`src/rtl/palette_ram.sv`:
```
// palette_ram: multi-bank writable colour palette with a 2-stage registered lookup.
// Define PALETTE_FADE_EN to scale the stage-2 colour by fade_level.
module palette_ram #(
  parameter int unsigned IDX_W  = 4,
  parameter int unsigned CH_W   = 4,
  parameter int unsigned BANKS  = 2,
  parameter int unsigned BANK_W = (BANKS > 1) ? $clog2(BANKS) : 1
) (
  input  logic                Clk,
  input  logic                Reset_n,
  input  logic                pix_valid,
  input  logic [IDX_W-1:0]    pix_index,
  input  logic                frame_start,
  input  logic [BANK_W-1:0]   bank_sel,
  input  logic                wr_en,
  input  logic [BANK_W-1:0]   wr_bank,
  input  logic [IDX_W-1:0]    wr_addr,
  input  logic [3*CH_W-1:0]   wr_data,
  input  logic [CH_W-1:0]     fade_level,
  output logic [BANK_W-1:0]   active_bank,
  output logic                out_valid,
  output logic [CH_W-1:0]     red,
  output logic [CH_W-1:0]     green,
  output logic [CH_W-1:0]     blue
);

  localparam int unsigned DEPTH  = 2**IDX_W;
  localparam int unsigned ENT_W  = 3*CH_W;

  logic [ENT_W-1:0] mem [BANKS][DEPTH];
  logic             s1_valid;
  logic [ENT_W-1:0] s1_entry;
  logic [CH_W-1:0]  red_c, green_c, blue_c;

  // Palette storage; out-of-range banks are silently dropped.
  always_ff @(posedge Clk or negedge Reset_n) begin
    if (!Reset_n) begin
      for (int b = 0; b < int'(BANKS); b++) begin
        for (int a = 0; a < int'(DEPTH); a++) begin
          mem[b][a] <= '0;
        end
      end
    end else if (wr_en && (32'(wr_bank) < BANKS)) begin
      mem[wr_bank][wr_addr] <= wr_data;
    end
  end

  // Active bank only moves on a frame boundary with a legal request.
  always_ff @(posedge Clk or negedge Reset_n) begin
    if (!Reset_n) begin
      active_bank <= '0;
    end else if (frame_start && (32'(bank_sel) < BANKS)) begin
      active_bank <= bank_sel;
    end
  end

  // Stage 1 reads with the pre-edge bank and contents (read-before-write).
  always_ff @(posedge Clk or negedge Reset_n) begin
    if (!Reset_n) begin
      s1_valid <= 1'b0;
      s1_entry <= '0;
    end else begin
      s1_valid <= pix_valid;
      s1_entry <= mem[active_bank][pix_index];
    end
  end

`ifdef PALETTE_FADE_EN
  localparam int unsigned PROD_W = 2*CH_W;

  function automatic logic [CH_W-1:0] fade(input logic [CH_W-1:0] c,
                                           input logic [CH_W-1:0] lvl);
    logic [PROD_W-1:0] prod;
    prod = PROD_W'(c) * (PROD_W'(lvl) + PROD_W'(1));
    return CH_W'(prod >> CH_W);
  endfunction

  always_comb begin
    red_c   = fade(s1_entry[3*CH_W-1:2*CH_W], fade_level);
    green_c = fade(s1_entry[2*CH_W-1:CH_W],   fade_level);
    blue_c  = fade(s1_entry[CH_W-1:0],        fade_level);
  end
`else
  logic unused_fade;
  assign unused_fade = ^fade_level;

  always_comb begin
    red_c   = s1_entry[3*CH_W-1:2*CH_W];
    green_c = s1_entry[2*CH_W-1:CH_W];
    blue_c  = s1_entry[CH_W-1:0];
  end
`endif

  // Stage 2 output registers.
  always_ff @(posedge Clk or negedge Reset_n) begin
    if (!Reset_n) begin
      out_valid <= 1'b0;
      red       <= '0;
      green     <= '0;
      blue      <= '0;
    end else begin
      out_valid <= s1_valid;
      red       <= red_c;
      green     <= green_c;
      blue      <= blue_c;
    end
  end

endmodule

```
`config.mk`:
```
export PLATFORM = sky130hd
export DESIGN_NAME = palette_ram
export DESIGN_NICKNAME = d
export VERILOG_FILES = /design/src/rtl/palette_ram.sv
export SDC_FILE = /design/constraint.sdc
export NUM_CORES = 1
export LEC_CHECK = 0
export BUFFER_PORTS_ARGS = -buffer_cell sky130_fd_sc_hd__buf_2
export CAP_MARGIN = 40
export CORE_ASPECT_RATIO = 1.75
export CORE_MARGIN = 4
export CORE_UTILIZATION = 55
export DETAILED_ROUTE_END_ITERATION = 8
export HOLD_SLACK_MARGIN = 0.1
export PLACE_DENSITY_LB_ADDON = 0.1
export SYNTH_ARGS = -nofsm -noshare
export SYNTH_HDL_FRONTEND = slang
export SYNTH_SLANG_ARGS = --single-unit
```
`constraint.sdc`:
```
create_clock -name Clk -period 2.2 [get_ports Clk]
set_clock_uncertainty 0.2 [all_clocks]
set_input_delay 0.22 -clock Clk [delete_from_list [all_inputs] [get_ports Clk]]
set_output_delay 0.22 -clock Clk [all_outputs]
set_load 0.02 [all_outputs]
```
After elaboration in Yosys (flattened, before gate mapping)
Cells that the tools add are included.

$lt $le $gt $ge: 6. Bitwise gates (word level): 4. Reduce and logical (&&, ||, !) cells: 2. Mux-type cells: 11.

Operators by type and width (number): 2-to-1 mux 192 bit (4); bitwise mux 384 bit (1); demux 192 bit (select 1 bit) (1); binary-select mux 12 bit (select 4 bit) (1); demux 12 bit (select 4 bit) (1); 2-to-1 mux 12 bit (3); >= comparator 5 bit, second input constant (2); NOT 4 -> 5 bit (2); < comparator 5 x 1 -> 1 bit, second input constant (1); >= comparator 2 bit, second input constant (2); NOT 1 -> 2 bit (2); logical AND 1 bit (2); < comparator 2 x 1 -> 1 bit, second input constant (1).

Word-level logic and storage cells: 62. Output and inout port bits: 14. Register bits after elaboration: 411.

Logic depth before layout (Yosys ltp)
Gate-level depths: netlist of the first run.

Depth in word-level cells: 8. Mapped depth: 8. Mapped depth without buffers: 5.

Worst setup path after synthesis of the first run
No wires, ideal clock.

Path kind: flip-flop to flip-flop. Start point: reg active_bank. End point: reg s1_entry[0]. Path buffers: 2. Path slack: 0.400 ns. Stages on the path, launching flop included: 7. Data required time: 1.871 ns. Setup time: 0.129 ns. Arrival time: 1.471 ns. Path through: dfrtp_1 > nor2_1 > clkbuf_1 > clkbuf_1 > nand2_1 > a31oi_1 > nand3_1.

Word-level cells in the longest chain between the ends: 7.

RTL lines: start: declaration (RTL line 20) `output logic [BANK_W-1:0] active_bank,`; start signal: assignment (RTL line 53) `active_bank <= bank_sel;`; NOT 1 -> 2 bit (not written as such) (RTL line 64) `s1_entry <= mem[active_bank][pix_index];`; 2-to-1 mux 192 bit (not written as such) (3 in a row) (RTL line 64); binary-select mux 12 bit (select 4 bit) (RTL line 64); 2-to-1 mux 12 bit (not written as such) (2 in a row) (RTL line 64); end signal: assignment (RTL line 64); end: declaration (RTL line 32) `logic [ENT_W-1:0] s1_entry;`.

No other way between the ends. The select of a mux whose other input is x is not followed. A chain may end at the register's enable or synchronous reset.

Worst setup path after layout of the first run
Start point: reg active_bank. End point: reg s1_entry[2].

Same word-level chain as after synthesis.

==> flow_summary.toml, run 1 <==
[run_status]
status = "completed"

[critical_path]
cp-start-kind = "flip-flop"
crit_path_end_kind = "flip-flop"
critPathKind = "reg -> reg"
crit_fanout = 24
r2r_cells = 7
critical_path_required_ps = 2460
rr_startpoint = "active_bank$_DFFE_PN0P_"
reg2reg_slack_ps = 130
arrival_ps = 2340
r2r-end = "s1_entry[2]$_DFF_PN0_"

[power]
power_density_nw_per_um2 = 930
p_leak_nw = 9.97
peakVddDrop_mv = 0.643

[logic_synthesis]
avgSynthCellArea_um2 = 13.9
syn-cell-area_um2 = 18700
synth_fp_nets = 1373
seq_area_frac_synth = 0.551
netlist_top_cells_area = "dfrtp_1 (55%), mux2_2 (23%), mux2i_1 (10%)"
ys_ff_latch = 411
ys_types = 29
ys_dominant_reg_cell = "dfrtp_1"
syn-instance-count = 1342
netlist.area_leader.share = 0.551
synth.yosys.warnings = 0
synth_largest_area_cell = "dfrtp_1"
synth-edff-count = 0
postSynth.asyncResetShare = 1.00

[placement]
hpwlAfterDp_um = 27600
gp_congestion = 0.778
dp_cells = 1808
numPortBuffers = 40

[timing]
finalHoldViolCount = 0
finalCritPeriodShare = 0.941
slew_headroom = 0.500
rsz0062_at_grt = "false"
timing_max_transition_violations_final = 0
max_clock_freq_mhz = 483
tightestPinTransition_ps = 751
hold_slack_ps = 113
min_period_ps = 2070
timing.setup.tns_ps = 0
final-setup-viol-count = 0

[global_routing]
grt_max_degree = 81
antenna_found_initial = 2
gr-usage-all-layers = 0.248
grt_pass1_vias = 11891
grt_pass1_wl_um = 70200
overflow = 0

[clock_network]
cts_tree = "built"
path_clk_slew_ps = 60
cts-root-buf = "clkbuf_16"
clock_sink_count = 411
cts_buffers = 39
clkLatencyLatePin_ps = 540
cts_max_level = 2
max-clock-path-buffers = 3

[floorplanning]
coreArea_um2 = 33600
start_util = 0.555
die-area_um2 = 37100
rows = 89
io_pins = 45
fp.dieH_um = 252
die_w_um = 147

[hold_path]
hp-class = "in -> async"

[final_layout]
synthToLayoutAreaGrowth_pct = 13.3
layout.nets = 1432
final_cells = 1884
fin_util = 0.629
drive_gt1_frac = 0.411

[detailed_routing]
drc = 0
first_pass_iters = 5
vias = 11111
wirelength_um = 44600
ant_nets = 0
via_per_inst = 5.90
drtIter0Drc = 588
wl_per_cell_um = 23.7

[flow_run]
max-cap-violations = 0
[cell families (layout without fill, tap and decap cells)]
group / Yosys count / in the layout / synth area share
AO/OA/AOI/OAI: 108 / 108 / 0.0410
buffers and inverters: 119 / 205 / 0.0359
flip-flops: 411 / 411 / 0.551
multiplexers: 577 / 577 / 0.335
other: 0 / 1 / 0
AND/OR/NAND/NOR: 127 / 127 / 0.0374
[state kept, by name, indices dropped and copies added (netlist names)]
name	flops
blue	4
green	4
red	4
s1_valid	1
mem	384
active_bank	1
s1_entry	12
out_valid	1
[per-stage QoR]
| stage | total power [W] | setup slack (ps) | area, um2 |
|---|---|---|---|
| after global placement | 0.0128 | 131 | 19800 |
| after detailed placement | 0.0130 | 98.6 | 19800 |
| after CTS | 0.0199 | 87.7 | 21100 |
| after global routing | 0.0206 | 36.9 | 21200 |
| after floorplan | 0.0119 | 400 | 18700 |
| final | 0.0197 | 129 | 21200 |
[final cells by class]
type / count / area [um2]
well taps: 455 / 569
clock inverters: 10 / 125
diodes: 1 / 2.50
flip-flops and latches: 411 / 10300
multi-input cells: 812 / 7750
clock buffers: 58 / 1160
repair buffers: 137 / 1260
fillers: 2639 / 12500
[per-layer routing]
metal	GRT usage	share of wire
met5	0	0.00029
met4	0.0853	0.037
met3	0.0302	0.036
met2	0.427	0.51
met1	0.328	0.42
[placed cells by master, fill, tap and decap left out, drive strengths merged, types with 2 or more instances in the layout]
| master | count |
|---|---|
| clkbuf | 58 |
| nor3 | 18 |
| mux2i | 192 |
| nor3b | 2 |
| bufinv | 3 |
| a22o | 24 |
| and2b | 2 |
| a22oi | 48 |
| nor2 | 14 |
| nor4 | 2 |
| buf | 131 |
| nor2b | 4 |
| nand4 | 13 |
| nand2b | 5 |
| nand4b | 3 |
| a21oi | 24 |
| nand3 | 24 |
| mux2 | 385 |
| dfrtp | 411 |
| dlygate4sd3 | 6 |
| clkinv | 7 |
| nand2 | 38 |
| a31oi | 12 |
[synth_stat cells, drive strengths merged, types with 14 or more instances]
library cell    n
a21oi          24
a22o           24
a22oi          48
buf            69
clkbuf         50
dfrtp         411
mux2          385
mux2i         192
nand2          38
nand3          24
nor2           14
nor3           18
[repair_timing]
action                                  in CTS  in global routing
setup buffers                                0                  0
resized for setup                            0                  1
hold buffers                                 7                  0
hold endpoints to repair                   424                  0
endpoints found under the setup margin       0                  1
[worst max path at each step]
stage | startpoint | end | slack [ps] | cells after the start
6_report | active_bank$_DFFE_PN0P_ | s1_entry[2]$_DFF_PN0_ | 130 | 7
5_1_grt | active_bank$_DFFE_PN0P_ | s1_entry[1]$_DFF_PN0_ | 40 | 7
4_1_cts | active_bank$_DFFE_PN0P_ | s1_entry[1]$_DFF_PN0_ | 90 | 7
3_5_place_dp | active_bank$_DFFE_PN0P_ | s1_entry[1]$_DFF_PN0_ | 100 | 7
3_3_place_gp | pix_index[0] | s1_entry[2]$_DFF_PN0_ | 130 | 7
2_1_floorplan | active_bank$_DFFE_PN0P_ | s1_entry[0]$_DFF_PN0_ | 400 | 6
[worst max-delay path, stage by stage (launching register included)]
cell and delay (ps):
dfrtp_2 460, and2_2 210, buf_12 170, a22o_1 220, nor3_1 410, a31oi_1 80, buf_4 180, nand3_1 60
[report_power, final]
part           leakage [nW]  internal, W  switching [W]
combinational          4.09      0.00174        0.00144
sequential             5.25      0.00901       0.000683
clock                 0.637      0.00399        0.00279
(Power assumes the default switching activity.)
==> inputs of run 2 (changes only) <==
--- a/config.mk
+++ b/config.mk
@@ -8,7 +8,7 @@
 export BUFFER_PORTS_ARGS = -buffer_cell sky130_fd_sc_hd__buf_2
 export CAP_MARGIN = 40
 export CORE_ASPECT_RATIO = 1.75
-export CORE_MARGIN = 4
+export CORE_MARGIN = 1
 export CORE_UTILIZATION = 55
 export DETAILED_ROUTE_END_ITERATION = 8
 export HOLD_SLACK_MARGIN = 0.1
==> run 2 against run 1 <==
Compared with the run above: via count increased by 0.20%; combinational power is essentially flat; power shrank 0.20%; flip-flop and latch count unchanged; global-route usage is 2.9 points higher; highest routed layer unchanged; core utilization up 0.53 points; critical path depth down 1; first-iteration DRC count grew 4.6%; largest cell class unchanged.
==> flow_summary.toml, run 2 (same netlist as run 1, synthesis figures left out) <==
[final_layout]
final_area_um2 = 21100
largestRegisters = "mem x384, s1_entry x12"
synthToLayoutAreaGrowth_pct = 12.9
antenna_cells = 0
top_register = "mem"
final_cell_mix = "dfrtp_1 (411), mux2_2 (380), mux2i_1 (192), buf_4 (55), a22oi_1 (48)"
final_common_cell = "dfrtp_1"
drive_gt1_frac = 0.406
largest_reg_flops = 384
final_cells = 1868
layout.nets = 1423

[floorplanning]
die-area_um2 = 34700
fp.dieH_um = 246
die_w_um = 141
rows = 88
io_pins = 45
coreArea_um2 = 33300
start_util = 0.562

[detailed_routing]
via_per_inst = 5.96
drc = 0
wirelength_um = 45200
wl_per_cell_um = 24.2
vias = 11133
ant_nets = 0
first_pass_iters = 4
drtIter0Drc = 615

[placement]
gp_congestion = 0.819
numPortBuffers = 40
dp_cells = 1793
hpwlAfterDp_um = 29500
dpl-instance-area_um2 = 19700
dp_slack_ps = 246

[flow_run]
max-cap-violations = 0

[clock_network]
cts_tree = "built"
cts-root-buf = "clkbuf_16"
max-clock-path-buffers = 3
cts_max_level = 2
clock_sink_count = 411
path_clk_slew_ps = 60
cts_buffers = 38
clkLatencyLatePin_ps = 550
post_cts_resized = 0

[critical_path]
critPathKind = "reg -> reg"
reg2reg_slack_ps = 190
crit_path_end_kind = "flip-flop"
critical_path_required_ps = 2470
cp-start-kind = "flip-flop"
arrival_ps = 2280
r2r-end = "s1_entry[0]$_DFF_PN0_"
rr_startpoint = "active_bank$_DFFE_PN0P_"
r2r_cells = 6
crit_fanout = 12

[global_routing]
grt_pass1_vias = 11917
gr-usage-all-layers = 0.277
overflow = 0
antenna_found_initial = 1
grt_max_degree = 85
grt_pass1_wl_um = 71300

[timing]
timing_max_transition_violations_final = 0
min_period_ps = 2010
final.setup.worst_slack_ps = 190
final-setup-viol-count = 0
rsz0062_at_grt = "false"
tightestPinTransition_ps = 794
finalCritPeriodShare = 0.914
finalHoldViolCount = 0
max_clock_freq_mhz = 498
slew_headroom = 0.470
timing.setup.tns_ps = 0

[hold_path]
min_path_cells = 2
hp-start = "pix_valid"
hp-class = "in -> reg"
holdPathEnd = "s1_valid$_DFF_PN0_"

[power]
power_density_nw_per_um2 = 930
peakVddDrop_mv = 0.802
p_leak_nw = 9.94

[run_status]
status = "completed"
==> run 2: area by class of cell <==
cell class / instances / area [um2]
fill: 2608 / 12200
clock buffer: 55 / 1130
tap: 450 / 563
clock inverter: 11 / 134
multi-input combinational: 812 / 7750
timing repair buffer: 129 / 1230
sequential: 411 / 10300
==> run 2: worst max-delay path by stage <==
stage                            startpoint                      to  slack, ps  depth (start not counted)
finish              active_bank$_DFFE_PN0P_   s1_entry[0]$_DFF_PN0_        190                          6
global route        active_bank$_DFFE_PN0P_  s1_entry[11]$_DFF_PN0_        160                          7
CTS                 active_bank$_DFFE_PN0P_   s1_entry[0]$_DFF_PN0_        230                          6
detailed placement             pix_index[0]   s1_entry[1]$_DFF_PN0_        250                          7
global placement               pix_index[0]   s1_entry[4]$_DFF_PN0_        260                          7
floorplan           active_bank$_DFFE_PN0P_   s1_entry[0]$_DFF_PN0_        400                          6
==> run 2: worst max-delay path: stages (launching register included) <==
cell	delay [ps]
dfrtp_1	470
and2_2	240
buf_4	200
a22o_1	240
nor3_1	400
a31oi_1	80
nand3_1	100
==> run 2: timing repair <==
action / in CTS / in global routing
hold buffers: 9 / 0
setup buffers: 0 / 0
hold endpoints to repair: 425 / 0
endpoints found under the setup margin: 0 / 0
==> run 2: report_power, final <==
part / internal, W / switching [W] / leakage, nW / total (W)
registers: 0.00901 / 0.000682 / 5.25 / 0.00969
clock network: 0.00392 / 0.00281 / 0.626 / 0.00673
logic: 0.00174 / 0.00147 / 4.06 / 0.00320
total: 0.0147 / 0.00496 / 9.94 / 0.0196
==> run 2: through the flow <==
| stage | total power, W | hold slack (ps) | utilization |
|---|---|---|---|
| floorplan | 0.0119 | -276 | - |
| global placement | 0.0129 | -97.7 | 0.593 |
| detailed placement | 0.0131 | -98.1 | 0.593 |
| CTS | 0.0198 | 101 | 0.634 |
| global route | 0.0206 | 139 | 0.634 |
| finish | 0.0196 | 127 | 0.634 |
==> run 2: layer usage <==
| layer | up-vias | routed length, um | track usage |
|---|---|---|---|
| met5 | - | 12 | 0 |
| met4 | 2 | 1180 | 0.0876 |
| met3 | 61 | 1530 | 0.0333 |
| met2 | 181 | 24100 | 0.503 |
| met1 | 5926 | 18400 | 0.340 |
| li1 | 4963 | - | - |
==> inputs of run 3 (changes only) <==
--- a/config.mk
+++ b/config.mk
@@ -9,7 +9,7 @@
 export CAP_MARGIN = 40
 export CORE_ASPECT_RATIO = 1.75
 export CORE_MARGIN = 1
-export CORE_UTILIZATION = 55
+export CORE_UTILIZATION = 30
 export DETAILED_ROUTE_END_ITERATION = 8
 export HOLD_SLACK_MARGIN = 0.1
 export PLACE_DENSITY_LB_ADDON = 0.1
==> constraint.sdc (replaced) <==
create_clock -name Clk -period 2.24 [get_ports Clk]
set_clock_uncertainty 0.2 [all_clocks]
set_input_delay 0.224 -clock Clk [delete_from_list [all_inputs] [get_ports Clk]]
set_output_delay 0.224 -clock Clk [all_outputs]
set_load 0.02 [all_outputs]
==> run 3 against run 2 <==
Compared with the run above: design area up 4.9%; worst hold slack better by 6.6 ps; final cell count up 21%; worst setup slack worse by 85 ps.
==> flow_summary.toml, run 3 (same netlist as run 1, synthesis figures left out) <==
[run_status]
status = "completed"

[detailed_routing]
via_per_inst = 4.99
wirelength_um = 57000
drtIter0Drc = 488
ant_nets = 0
vias = 11264
first_pass_iters = 4
drc = 0
wl_per_cell_um = 25.3

[power]
swShare = 0.264
peakVddDrop_mv = 0.471
p_leak_nw = 10.2
power_density_nw_per_um2 = 898
p_sw_w = 0.00525
clkPwrFrac = 0.349
seq_power_share = 0.480
p_int_w = 0.0146
pwr-share-comb = 0.172

[final_layout]
drive_gt1_frac = 0.422
layout.nets = 1468
largestRegisters = "mem x384, s1_entry x12"
final_cell_mix = "dfrtp_1 (411), mux2_2 (380), mux2i_1 (192), buf_4 (79), a22oi_1 (48)"
antenna_cells = 0
final_common_cell = "dfrtp_1"
synthToLayoutAreaGrowth_pct = 18.4
final_cells = 2256
largest_reg_flops = 384
top_register = "mem"

[clock_network]
cts_max_level = 2
clock_sink_count = 411
post_cts_buffers = 0
cts-root-buf = "clkbuf_16"
cts_buffers = 42
max-clock-path-buffers = 3
path_clk_slew_ps = 60
cts_tree = "built"
clkLatencyLatePin_ps = 570

[global_routing]
grt_pass1_vias = 12360
grt_pass1_wl_um = 85100
grt_max_degree = 52
antenna_found_initial = 4
overflow = 0
gr-usage-all-layers = 0.186

[floorplanning]
coreArea_um2 = 61400
start_util = 0.304
rows = 120
fp.dieH_um = 332
die_w_um = 191
io_pins = 45
die-area_um2 = 63300

[timing]
rsz0062_at_grt = "false"
final.setup.worst_slack_ps = 105
slew_headroom = 0.464
min_period_ps = 2140
final-setup-viol-count = 0
max_clock_freq_mhz = 468
finalHoldViolCount = 0
finalCritPeriodShare = 0.953
timing.setup.tns_ps = 0
timing_max_transition_violations_final = 0
tightestPinTransition_ps = 804

[critical_path]
cp-start-kind = "flip-flop"
critical_path_required_ps = 2460
critPathKind = "reg -> reg"
crit_path_end_kind = "flip-flop"
arrival_ps = 2360
slowest_delay_ps = 510
path_cells = "nor2b_4 > buf_12 > a22o_1 > nor3_1 > a31oi_1 > nand3_1"
crit_fanout = 27
slowest_stage = "dfrtp_1"

[hold_path]
hp-class = "in -> reg"

[placement]
dp_slack_ps = 103
gp_congestion = 0.735
numPortBuffers = 40
hpwlAfterDp_um = 37600
dp_cells = 2178

[flow_run]
max-cap-violations = 0
## run 3: changes by cell type in the layout (fill, tap and decap cells not counted)
cell	before	now
dlygate4sd3_1	8	7
nor4_4	0	2
clkinv_2	7	2
clkbuf_1	9	13
nor4_2	2	0
clkbuf_16	41	43
buf_12	26	44
clkbuf_8	5	10
bufinv_16	3	1
buf_4	55	79
## run 3: worst paths after layout
kind,startpoint,slack (ps),cells past startpoint,end
max in group asynchronous,Reset_n,1230,3,mem[235]$_DFFE_PN0P_
min in group asynchronous,Reset_n,280,3,mem[49]$_DFFE_PN0P_
hold reg to reg,s1_valid$_DFF_PN0_,160,0,out_valid$_DFF_PN0_
hold / removal,wr_data[10],130,2,mem[322]$_DFFE_PN0P_
setup reg to reg,active_bank$_DFFE_PN0P_,100,6,s1_entry[6]$_DFF_PN0_
setup / recovery,active_bank$_DFFE_PN0P_,100,6,s1_entry[6]$_DFF_PN0_
## run 3: critical path, delay by kind of cell, from the launching register on
family / cells / cell delay, ps
buffers and inverters: 1 / 220
and+or+nand+nor: 3 / 470
AOI/OAI and AO/OA: 2 / 570
DFF: 1 / 510
## run 3: final cells by class
cell class | instances | area [um2]
clock inverters | 4 | 48.8
well taps | 793 | 992
flip-flops and latches | 411 | 10300
fillers | 5914 | 39300
repair buffers | 170 | 1760
multi-input cells | 812 | 7760
clock buffers | 66 | 1260
## run 3: through the flow
step | cell area [um2] | power [W] | util | hold slack (ps)
after floorplan | 18700 | 0.0117 | - | -272
after global placement | 20700 | 0.0130 | 0.337 | 16.7
after detailed placement | 20700 | 0.0132 | 0.337 | 22.0
after CTS | 22100 | 0.0203 | 0.360 | 105
after global routing | 22100 | 0.0209 | 0.360 | 127
final | 22100 | 0.0199 | 0.360 | 133
## run 3: what timing repair did
item	in CTS	in global routing
endpoints found under the hold margin	420	0
gates resized for setup	0	0
hold buffers	8	0
endpoints found under the setup margin	0	0
## run 3: layer usage
metal	global-route usage	vias up	wire length (um)
li1	-	5049	-
met1	0.213	5975	22200
met2	0.346	159	31200
met3	0.0173	81	1220
met4	0.0781	0	2360
met5	0	-	0
## run 3: power groups by stage
stage                     logic [W]  clock network [W]  registers, W
after CTS                   0.00350            0.00721       0.00954
after global placement      0.00341                  0       0.00961
after global routing        0.00372            0.00746       0.00972
final                       0.00341            0.00693       0.00953
after detailed placement    0.00348                  0       0.00967
after floorplan             0.00222                  0       0.00950
